[config.mk]
export PLATFORM = sky130hd
export DESIGN_NAME = jpeg_bit_packer
export DESIGN_NICKNAME = d
export VERILOG_FILES = /design/src/rtl/jpeg_bit_packer.sv
export SDC_FILE = /design/constraint.sdc
export NUM_CORES = 1
export LEC_CHECK = 0
export CORE_ASPECT_RATIO = 1.5
export CORE_MARGIN = 3
export CORE_UTILIZATION = 40
export DETAILED_ROUTE_END_ITERATION = 10
export SKIP_CTS_REPAIR_TIMING = 1
export SYNTH_ARGS = -nofsm -noshare
export SYNTH_HDL_FRONTEND = slang
export SYNTH_SLANG_ARGS = --single-unit
[constraint.sdc]
create_clock -name clock -period 9.53 [get_ports clock]
set_input_delay 0.953 -clock clock [delete_from_list [all_inputs] [get_ports clock]]
set_output_delay 0.953 -clock clock [all_outputs]
set_load 0.02 [all_outputs]
[src/rtl/jpeg_bit_packer.sv]
// rtl/jpeg_bit_packer.sv - MSB-first entropy code packer with 0xFF byte stuffing and 1-padded flush
module jpeg_bit_packer #(
  parameter int MAX_CODE_LEN = 16,
  parameter bit STUFF_EN     = 1'b1
) (
  input  logic        clock,
  input  logic        reset,
  input  logic        code_valid,
  output logic        code_ready,
  input  logic [15:0] code_bits,
  input  logic [7:0]  code_len,
  input  logic        flush_req,
  output logic        byte_valid,
  input  logic        byte_ready,
  output logic [7:0]  byte_data,
  output logic        flush_done,
  output logic        err_len,
  output logic        busy
);

  typedef enum logic [1:0] {RUN, PAD, DRAIN} state_t;
  state_t state, state_next;

  logic [31:0] acc;
  logic [5:0]  acc_cnt;
  logic        stuff_pend;

  logic        accept, len_ok, len_bad, out_free;
  logic        load_stuff, load_acc, drain_done;
  logic [4:0]  len5;
  logic [2:0]  pad_len;
  logic [31:0] app_bits, merged, acc_next;
  logic [5:0]  app_len, app_shamt, merged_cnt, cnt_next;

  assign accept   = code_valid && code_ready;
  assign len_ok   = (code_len != 8'd0) && (code_len <= 8'(MAX_CODE_LEN));
  assign len_bad  = code_len > 8'(MAX_CODE_LEN);
  assign len5     = code_len[4:0];
  assign pad_len  = 3'd0 - acc_cnt[2:0];
  assign out_free = !byte_valid || byte_ready;

  // New bits (an accepted code or the flush 1-padding) land directly below the buffered ones
  always_comb begin
    app_bits = 32'd0;
    app_len  = 6'd0;
    if (accept && len_ok) begin
      app_bits = {16'd0, code_bits} & ((32'd1 << len5) - 32'd1);
      app_len  = {1'b0, len5};
    end else if (state == PAD && pad_len != 3'd0) begin
      app_bits = (32'd1 << pad_len) - 32'd1;
      app_len  = {3'd0, pad_len};
    end
  end

  assign app_shamt  = 6'd32 - acc_cnt - app_len;
  assign merged     = (app_len == 6'd0) ? acc : (acc | (app_bits << app_shamt));
  assign merged_cnt = acc_cnt + app_len;

  // Extracting from the merged word lets a byte completed this cycle appear next cycle
  assign load_stuff = out_free && stuff_pend;
  assign load_acc   = out_free && !stuff_pend && (merged_cnt >= 6'd8);
  assign acc_next   = load_acc ? {merged[23:0], 8'd0} : merged;
  assign cnt_next   = load_acc ? (merged_cnt - 6'd8) : merged_cnt;

  always_ff @(posedge clock) begin
    if (reset) begin
      state <= RUN;
    end else begin
      state <= state_next;
    end
  end

  always_comb begin
    state_next = state;
    case (state)
      RUN:     if (flush_req) state_next = PAD;
      PAD:     state_next = DRAIN;
      DRAIN:   if (drain_done) state_next = RUN;
      default: state_next = RUN;
    endcase
  end

  always_comb begin
    code_ready = (state == RUN) && (acc_cnt <= 6'd16);
    drain_done = (state == DRAIN) && (acc_cnt == 6'd0) && !stuff_pend && out_free;
    busy       = (state != RUN) || (acc_cnt != 6'd0) || byte_valid;
  end

  always_ff @(posedge clock) begin
    if (reset) begin
      acc        <= 32'd0;
      acc_cnt    <= 6'd0;
      stuff_pend <= 1'b0;
      byte_valid <= 1'b0;
      byte_data  <= 8'd0;
      flush_done <= 1'b0;
      err_len    <= 1'b0;
    end else begin
      acc        <= acc_next;
      acc_cnt    <= cnt_next;
      flush_done <= drain_done;
      if (accept && len_bad) begin
        err_len <= 1'b1;
      end
      if (load_stuff) begin
        byte_data  <= 8'h00;
        byte_valid <= 1'b1;
        stuff_pend <= 1'b0;
      end else if (load_acc) begin
        byte_data  <= merged[31:24];
        byte_valid <= 1'b1;
        stuff_pend <= STUFF_EN && (merged[31:24] == 8'hFF);
      end else if (out_free) begin
        byte_valid <= 1'b0;
      end
    end
  end

endmodule

==> flow_metrics.tcl, run 1 <==
set metrics [dict create \
    yosysUniqueCellTypes 85 \
    critPathTopFamily "compound AO/OA/AOI/OAI gates" \
    crit_path_top_delay_cell "a21boi_0" \
    critical_path.max_fanout 30 \
    synth_top_family_by_area "compound AO/OA/AOI/OAI gates" \
    routed_wl_um 18200 \
    cap_violations 0 \
    synthTopCellsByArea "dfxtp_1 (21%), nor2_1 (6.4%), a211oi_1 (5.7%), ha_1 (5.5%), a21oi_1 (4.1%)" \
    power_mw 1.15 \
    whs_ns 0.458 \
    vdd_ir_drop_max_mv 0.133 \
    synth_seq_cells 52 \
    dieArea_um2 14000 \
    dr.first_iter.drc_count 426 \
    cts_tree "yes" \
    max_slew_margin 0.468 \
    r2r_cells 17 \
    io_pins 42 \
    portBuffers 41 \
    critPathRequiredTime_ns 9.67 \
    area_delta_synth_final_pct 12.6 \
    fp.dieW_um 97.5 \
    diodes 0 \
    synth_ff_type "dfxtp_1" \
    core.rowCount 49 \
    drtAntennaViolNets 0 \
    synthCells 681 \
    place.gp.congestion 1.05 \
    crit_cells 16 \
    start_util 0.414 \
    antenna_found_initial 0 \
    worstMarginPinSlew_ns 0.796 \
    layout_common_cells "nor2_1 (86), nand2_1 (54), dfxtp_1 (52), a21oi_1 (41), clkdlybuf4s50_1 (41)" \
    finalNonFillerCells 839 \
    yosysWarnings 0 \
    clock_sinks 52 \
    synth_top_area_share 0.207 \
    synth_area_um2 5020 \
    hold_class "reg -> reg" \
    post_dp_cell_area_um2 5510 \
    synth_edf_count 0 \
    leakage_nw 2.09 \
    power_frac_seq 0.259 \
    grt_first_pass_wirelength_um 28800 \
    crit_chain "clkdlybuf4s50_1 -> or4b_4 -> a211oi_2 -> a22oi_1 -> ha_1 -> buf_4 -> inv_1 -> o21a_1 -> a21boi_0 -> a21o_1 -> mux2i_1 -> mux2_2 -> mux2i_1 -> nor2_1 -> nor3_1 -> a211oi_1" \
    critPathMostFrequentCell "mux2i_1" \
    async_flop_share 0 \
    pwr-share-comb 0.584 \
    synthesis.nets 735 \
    wire_per_inst_um 21.7 \
    placed_cells 831 \
    setup_tns_ns 0 \
    yosys.area_share.simple 0.239 \
    swShare 0.467 \
    vias 5434 \
    drc_errors 0 \
    rsz0062_at_grt "false" \
    track_usage 0.257 \
    clk_latency_ns 0.30 \
    whs_path_depth 2 \
    cts_buffer_depth 2 \
    slowest_delay_ns 0.64 \
    crit_path_end_kind "flop" \
    vias_per_cell 6.48 \
    layout-drive-gt1-share 0.0729 \
    timing.final.hold_violations 0 \
    ys_seq_area_frac 0.207 \
    cp_data_arrival_time_ns 6.54 \
    grt_pass1_vias 5266 \
    final.period_utilization 0.671 \
    firstDrtPassIters 5 \
    crit_type "in -> reg" \
    powerDensity_nw_per_um2 203 \
    synth.avg_cell_area_um2 7.38 \
    die_y_um 143 \
    grt_max_degree 39 \
    nets 739 \
    switchingPower_mw 0.535 \
    synthAdderAreaFrac 0.0667 \
    min_period_ns 6.40 \
    cts-root-buf "clkbuf_16" \
    final-setup-viol-count 0 \
    htree_levels 2 \
    hpwl_um 14000 \
    core_um2 12100 \
    max_freq_ghz 0.156 \
    synth-compound-area-share 0.352 \
    cts_made_buffers 5 \
    slew_viol_final 0 \
    synth_mux_area_frac 0.0446 \
    outcome "completed" \
    cts.reportedPaths.clkPinSlew_ns 0.07 \
    final_common_cell "nor2_1" \
    skew_ns 0.0114 \
    synth-xor-area-share 0.0244 \
    path_buf_inv 3 \
    intPower_mw 0.611 \
    start_kind "input port" \
    power.share.clock 0.157 \
    synth_top_area_cell "dfxtp_1" \
    final_area_um2 5660 \
    overflow 0 \
]
## path summary, 6_finish.rpt
kind / from / slack, ns / end
hold / removal: acc[1] / 0.46 / acc[1]
setup / recovery: code_valid / 3.13 / acc[29]
setup reg to reg: acc_cnt[0] / 3.42 / acc[29]
hold reg to reg: acc[1] / 0.46 / acc[1]
## metal layers
metal	vias up	wire [um]	global-route usage
met4	0	1030	0.150
met2	227	9130	0.447
met5	-	0	0
met3	63	883	0.0342
li1	2555	-	-
met1	2589	7190	0.302
## cell type report
| class | instances | area [um^2] |
|---|---|---|
| fill | 1263 | 6480 |
| sequential | 52 | 1040 |
| clock buffer | 6 | 129 |
| inverter | 28 | 105 |
| tap | 153 | 191 |
| clock inverter | 2 | 16.3 |
| multi-input combinational | 544 | 3670 |
| timing repair buffer | 54 | 508 |
## per-stage QoR
stage | utilization | worst slack [ns]
floorplan | - | 4.33
global placement | 0.454 | 2.90
detailed placement | 0.454 | 2.92
CTS | 0.466 | 3.21
global route | 0.466 | 2.88
finish | 0.466 | 3.13
## power by group through the flow
stage | Combinational [mW] | Clock, mW | Sequential, mW
after CTS | 0.664 | 0.185 | 0.298
after floorplan | 0.451 | 0 | 0.307
final | 0.670 | 0.180 | 0.297
after global routing | 0.736 | 0.192 | 0.303
after global placement | 0.655 | 0 | 0.301
after detailed placement | 0.659 | 0 | 0.302
## worst register-to-register path, delay by kind of cell (launching register included)
kind                       cells  cell delay (ns)
buffers and inverters          3             1.00
adders and majority gates      2             0.57
AOI/OAI and AO/OA              6             2.22
and+or+nand+nor                3             1.20
muxes                          3             0.61
DFF                            1             0.36
## Yosys cell counts, types with 3 or more instances
cell type and count:
a211o_1 7, mux4_2 4, a21oi_1 41, mux2i_1 10, o22ai_1 4, or2_2 4
o211ai_1 13, inv_1 27, o31a_1 4, fa_1 3, nor3_1 28, clkbuf_1 51
nor2_1 86, nand2_1 54, nand3_1 11, nor4b_1 3, o21a_1 5, a21boi_0 4
nor4_1 7, a311oi_1 5, o221ai_1 5, a31oi_1 17, and3_1 3, or3_1 3
and2_1 11, ha_1 22, o32ai_1 3, nand2b_1 11, o211a_1 4, a211oi_1 38
nand4_1 4, o31ai_1 4, nor2b_1 7, mux2_2 3, o21bai_1 4, o21ai_0 29
o311ai_0 3, buf_1 3, a21o_1 13, a221o_1 3, xnor2_1 8, dfxtp_1 52
xor2_1 6, a22oi_1 3
## logic make-up after synthesis
kind of cell,count (synthesis)
compound gates,241
xor+xnor,14
fa+ha+maj,25
buf+inv,85
flops,52
mux,17
simple gates,247
## sequential cells by signal, indices dropped and copies added (netlist names)
name        cells
flush_done      1
acc_cnt         6
byte_data       8
byte_valid      1
acc            32
state           2
err_len         1
stuff_pend      1
(Power assumes the default switching activity.)
==> run 2: changes to the inputs <==
- clock period: 9.53 -> 6.53 ns (I/O delays scaled with it)
==> flow_metrics.tcl, run 2 (synthesized netlist as in run 1, its figures left out) <==
set metrics [dict create \
    largest-register "acc" \
    vias_per_cell 6.50 \
    cts_tree "yes" \
    biggestRegsByFlops "acc: 32 flops, byte_data: 8 flops, acc_cnt: 6 flops" \
    finalNonFillerCells 849 \
    core.rowCount 49 \
    critPathMostFrequentCell "inv_1" \
    powerDensity_nw_per_um2 292 \
    critPathRequiredTime_ns 6.73 \
    rr_startpoint "acc_cnt[0]" \
    hold_class "reg -> reg" \
    cap_violations 0 \
    area_delta_synth_final_pct 14.2 \
    r2r_end "stuff_pend" \
    grt_max_degree 40 \
    clk_latency_ns 0.30 \
    final.period_utilization 0.887 \
    drc_errors 0 \
    min_period_ns 5.79 \
    leakage_nw 2.14 \
    cp_data_arrival_time_ns 6.00 \
    cts.reportedPaths.clkPinSlew_ns 0.07 \
    nets 749 \
    core_um2 12100 \
    top_layer_used "met4" \
    drtAntennaViolNets 0 \
    max_freq_ghz 0.173 \
    grt_pass1_vias 5461 \
    start_kind "flop" \
    dieArea_um2 14000 \
    io_pins 42 \
    final-setup-viol-count 0 \
    min_to "acc[0]" \
    vdd_ir_drop_max_mv 0.246 \
    hpwl_um 14000 \
    routed_wl_um 18000 \
    layout-drive-gt1-share 0.0862 \
    timing.final.hold_violations 0 \
    grt_first_pass_wirelength_um 29000 \
    critical_path.max_fanout 12 \
    wire_per_inst_um 21.2 \
    portBuffers 41 \
    vias 5522 \
    clock_sinks 52 \
    r2r_cells 22 \
    path_buf_inv 5 \
    dr_wl_met2_um 8710 \
    antenna_found_initial 0 \
    place.gp.congestion 0.952 \
    htree_levels 2 \
    start_util 0.414 \
    whs_path_depth 2 \
    worstMarginPinSlew_ns 0.978 \
    crit_type "reg -> reg" \
    critPathTopFamily "simple AND/OR/NAND/NOR gates" \
    setup_tns_ns 0 \
    crit_path_end_kind "flop" \
    rrSetupSlack_ns 0.74 \
    cts-root-buf "clkbuf_16" \
    cts_made_buffers 5 \
    post_dp_cell_area_um2 5590 \
    rsz0062_at_grt "false" \
    met1Wirelength_um 6830 \
    crit_path_top_delay_cell "a2111oi_4" \
    final_common_cell "nor2_1" \
    slowest_delay_ns 0.60 \
    layout_common_cells "nor2_1 (86), nand2_1 (54), dfxtp_1 (52), a21oi_1 (41), clkdlybuf4s50_1 (41)" \
    fp.dieW_um 97.5 \
    max_slew_margin 0.342 \
    firstDrtPassIters 6 \
    dr_wl_met3_um 1100 \
    slew_viol_final 0 \
    diodes 0 \
    track_usage 0.257 \
    min-delay-start "acc[0]" \
    die_y_um 143 \
    fin_util 0.473 \
    final_area_um2 5740 \
    outcome "completed" \
    dr.first_iter.drc_count 531 \
    overflow 0 \
    skew_ns 0.00959 \
    placed_cells 841 \
    largest_reg_flops 32 \
    cts_buffer_depth 2 \
    crit_chain "inv_1 -> ha_1 -> or3b_1 -> a2111oi_4 -> a22oi_1 -> inv_1 -> ha_1 -> inv_1 -> ha_1 -> inv_1 -> fa_1 -> nor2b_1 -> o21ai_0 -> nand2b_1 -> xnor2_1 -> nor2_2 -> nand2_1 -> buf_4 -> a21oi_1 -> a211oi_1 -> or4b_1 -> o41ai_2" \
]
[run 2: through the flow]
stage | hold WS [ns] | worst slack [ns] | power, mW
4_1_cts | 0.463 | 0.784 | 1.68
6_report | 0.458 | 0.736 | 1.68
3_3_place_gp | 0.432 | 0.614 | 1.39
3_5_place_dp | 0.443 | 0.508 | 1.40
5_1_grt | 0.467 | 0.448 | 1.79
2_1_floorplan | 0.420 | 1.56 | 1.11
[run 2: worst max-delay path by stage]
stage	end	startpoint	cells past startpoint
final	stuff_pend	acc_cnt[0]	22
after global routing	stuff_pend	acc_cnt[0]	22
after CTS	stuff_pend	acc_cnt[0]	22
after detailed placement	stuff_pend	code_valid	21
after global placement	stuff_pend	code_valid	21
after floorplan	stuff_pend	acc_cnt[0]	22
[run 2: final cells by class]
class | instances | area, um^2
inverters | 28 | 105
clock buffers | 7 | 143
flip-flops and latches | 52 | 1040
repair buffers | 64 | 583
fillers | 1246 | 6400
clock inverters | 1 | 7.51
well taps | 153 | 191
multi-input cells | 544 | 3670
[run 2: worst reg2reg max path, stage by stage (launching register included)]
cell	delay, ns
dfxtp_1	0.36
inv_1	0.16
ha_1	0.24
or3b_1	0.51
a2111oi_4	0.60
a22oi_1	0.21
inv_1	0.14
ha_1	0.26
inv_1	0.07
ha_1	0.17
inv_1	0.06
fa_1	0.47
nor2b_1	0.15
o21ai_0	0.09
nand2b_1	0.09
xnor2_1	0.19
nor2_2	0.29
nand2_1	0.09
buf_4	0.23
a21oi_1	0.32
a211oi_1	0.15
or4b_1	0.60
o41ai_2	0.27
[run 2: power by group]
part	internal (mW)	switching [mW]	total (mW)
clock network	0.153	0.119	0.272
registers	0.393	0.0383	0.432
logic	0.346	0.625	0.971
total	0.892	0.783	1.68
[run 2: per-layer routing]
layer,GRT usage,vias up
met4,0.170,0
met1,0.283,2618
met3,0.0406,82
li1,-,2576
met2,0.455,246
met5,0,-
==> run 3: changes to the inputs <==
- CAP_MARGIN: unset -> 20
==> results of run 3 <==
No change in the layout: final DEF, timing and power equal those of run 2.
==> edit, RTL diff (flow settings as in run 2) <==
Re-encode `state_t` (3 states) as one-hot, 3 bits wide.
--- a/src/rtl/jpeg_bit_packer.sv
+++ b/src/rtl/jpeg_bit_packer.sv
@@ -18,7 +18,7 @@
   output logic        busy
 );
 
-  typedef enum logic [1:0] {RUN, PAD, DRAIN} state_t;
+  typedef enum logic [2:0] {RUN = 3'b001, PAD = 3'b010, DRAIN = 3'b100} state_t;
   state_t state, state_next;
 
   logic [31:0] acc;
Behaviour: same outputs for any inputs over 4 cycles, from zero or initial values and one cycle with reset high; so few cycles prove little.
==> edit against run 2 <==
Wire length rose by 4.0%; synthesized cell count did not move; design area rose by 3.1%; power rose by 6.0%; maximum frequency rose by 2.8%; clock skew fell by 0.97 ps; non-clock buffer count rose by 1; sequential power rose by 14%; combinational power rose by 4%; area after synthesis rose by 3.1%; sequential cell count rose by 1; setup slack improved by 160 ps; core utilization fell by 0.20 points; critical endpoint unchanged; largest power group unchanged; highest routed layer unchanged.
==> edit: results <==
metrics = {
    "status": {
        "status": "finished clean",
    },
    "worst_setup_path": {
        "cp.arrival_ps": 5850,
        "slowest_stage": "a2111oi_4",
        "crit_fanout": 9,
        "critPathMaxStageDelay_ps": 590,
    },
    "timing": {
        "slew_headroom": 0.429,
        "fin_worst_skew_ps": 8.61,
    },
    "synthesis": {
        "synth.area.top_cells": "dfxtp_1, ha_1, nor2_1, a21oi_1, o21ai_0",
        "yosys-top-cells-count": "nor2_1, dfxtp_1, nand2_1",
        "synth_fa_ha_area_frac": 0.0778,
        "synth_compound_area_frac": 0.367,
        "syn-num-nets": 741,
        "synthMuxAreaShare": 0.0367,
        "synth_xor_area_frac": 0.0237,
        "synth_async_sr_flop_share": 0,
        "yosysWarnings": 0,
        "seq_area_frac_synth": 0.205,
        "ys_types": 90,
    },
    "place": {
        "place_hpwl_um": 14400,
        "dpl_cell_area_sq_um": 5770,
        "port_buffers": 41,
        "globalplace.congestion": 0.949,
    },
    "routing": {
        "first_iter_violations": 375,
        "routed_wl_um": 18700,
        "dr.pass1.iters": 7,
        "via_per_inst": 6.51,
    },
    "pwr": {
        "p_leak_nw": 2.20,
        "ir_drop_uv": 286,
    },
    "grt": {
        "grt_max_degree": 32,
        "grt_pass1_vias": 5223,
        "grt_usage": 0.251,
        "grt_pass1_wl_um": 29100,
        "antenna_found_initial": 0,
    },
    "clock_network": {
        "clock_latency_ps": 300,
        "clk_pin_slew_ps": 80,
        "htreeDepth": 2,
        "root_buffer": "clkbuf_16",
        "clockBufferDepth": 2,
        "cts_buffers": 5,
    },
    "final_layout": {
        "fillCellCount": 1275,
        "layout.nets": 760,
        "final_layout_size_suffix_gt1_frac": 0.0956,
        "diodes": 0,
        "reg_top3": "acc (32), byte_data (8), acc_cnt (6)",
    },
    "hold_path": {
        "hp-class": "flop to flop",
    },
}
edit: logic make-up (layout without fill, tap and decap cells):
logic type | after synthesis | in the layout
flops | 53 | 53
buf+inv | 81 | 101
simple gates | 226 | 226
xor+xnor | 14 | 14
compound gates | 258 | 258
fa+ha+maj | 31 | 31
mux | 18 | 18
edit: per-stage QoR:
step,instances,utilization,setup WS (ps),hold WS [ps]
final,857,0.471,895,456
after global routing,857,0.471,488,490
after CTS,857,0.471,980,459
after detailed placement,849,0.459,717,442
after global placement,849,0.459,779,435
after floorplan,681,-,1770,420
edit: layout make-up:
type                    instances  area (sq um)  area share
flip-flops and latches         53          1060       0.179
clock buffers                   5           125      0.0211
repair buffers                 65           591      0.0998
clock inverters                 3          21.3     0.00359
inverters                      28           105      0.0178
multi-input cells             547          3820       0.645
well taps                     156           195      0.0330
edit: critical path: cells and delay by family, from the launching register on:
family	cells	cell delay (ps)
XOR/XNOR	1	560
flip-flops	1	440
buffers and inverters	1	210
adder cells (fa/ha/maj)	3	1030
AO/OA/AOI/OAI	5	1300
AND/OR/NAND/NOR	5	2000
edit: routing by layer:
metal,routed length (um),global-route usage
met5,0,0
met4,990,0.129
met3,885,0.0249
met2,9370,0.435
met1,7440,0.304
edit: final timing paths:
kind,start,end,slack [ps],depth (start not counted)
max reg2reg,acc_cnt[1],stuff_pend,900,15
max,acc_cnt[1],stuff_pend,900,15
min reg2reg,acc[4],acc[4],460,2
min,acc[4],acc[4],460,2
edit: power by group:
group | leakage, nW | switching, W | internal, W
registers | 0.434 | 0.0000582 | 0.000433
logic | 1.69 | 0.000620 | 0.000389
clock network | 0.0702 | 0.000131 | 0.000143
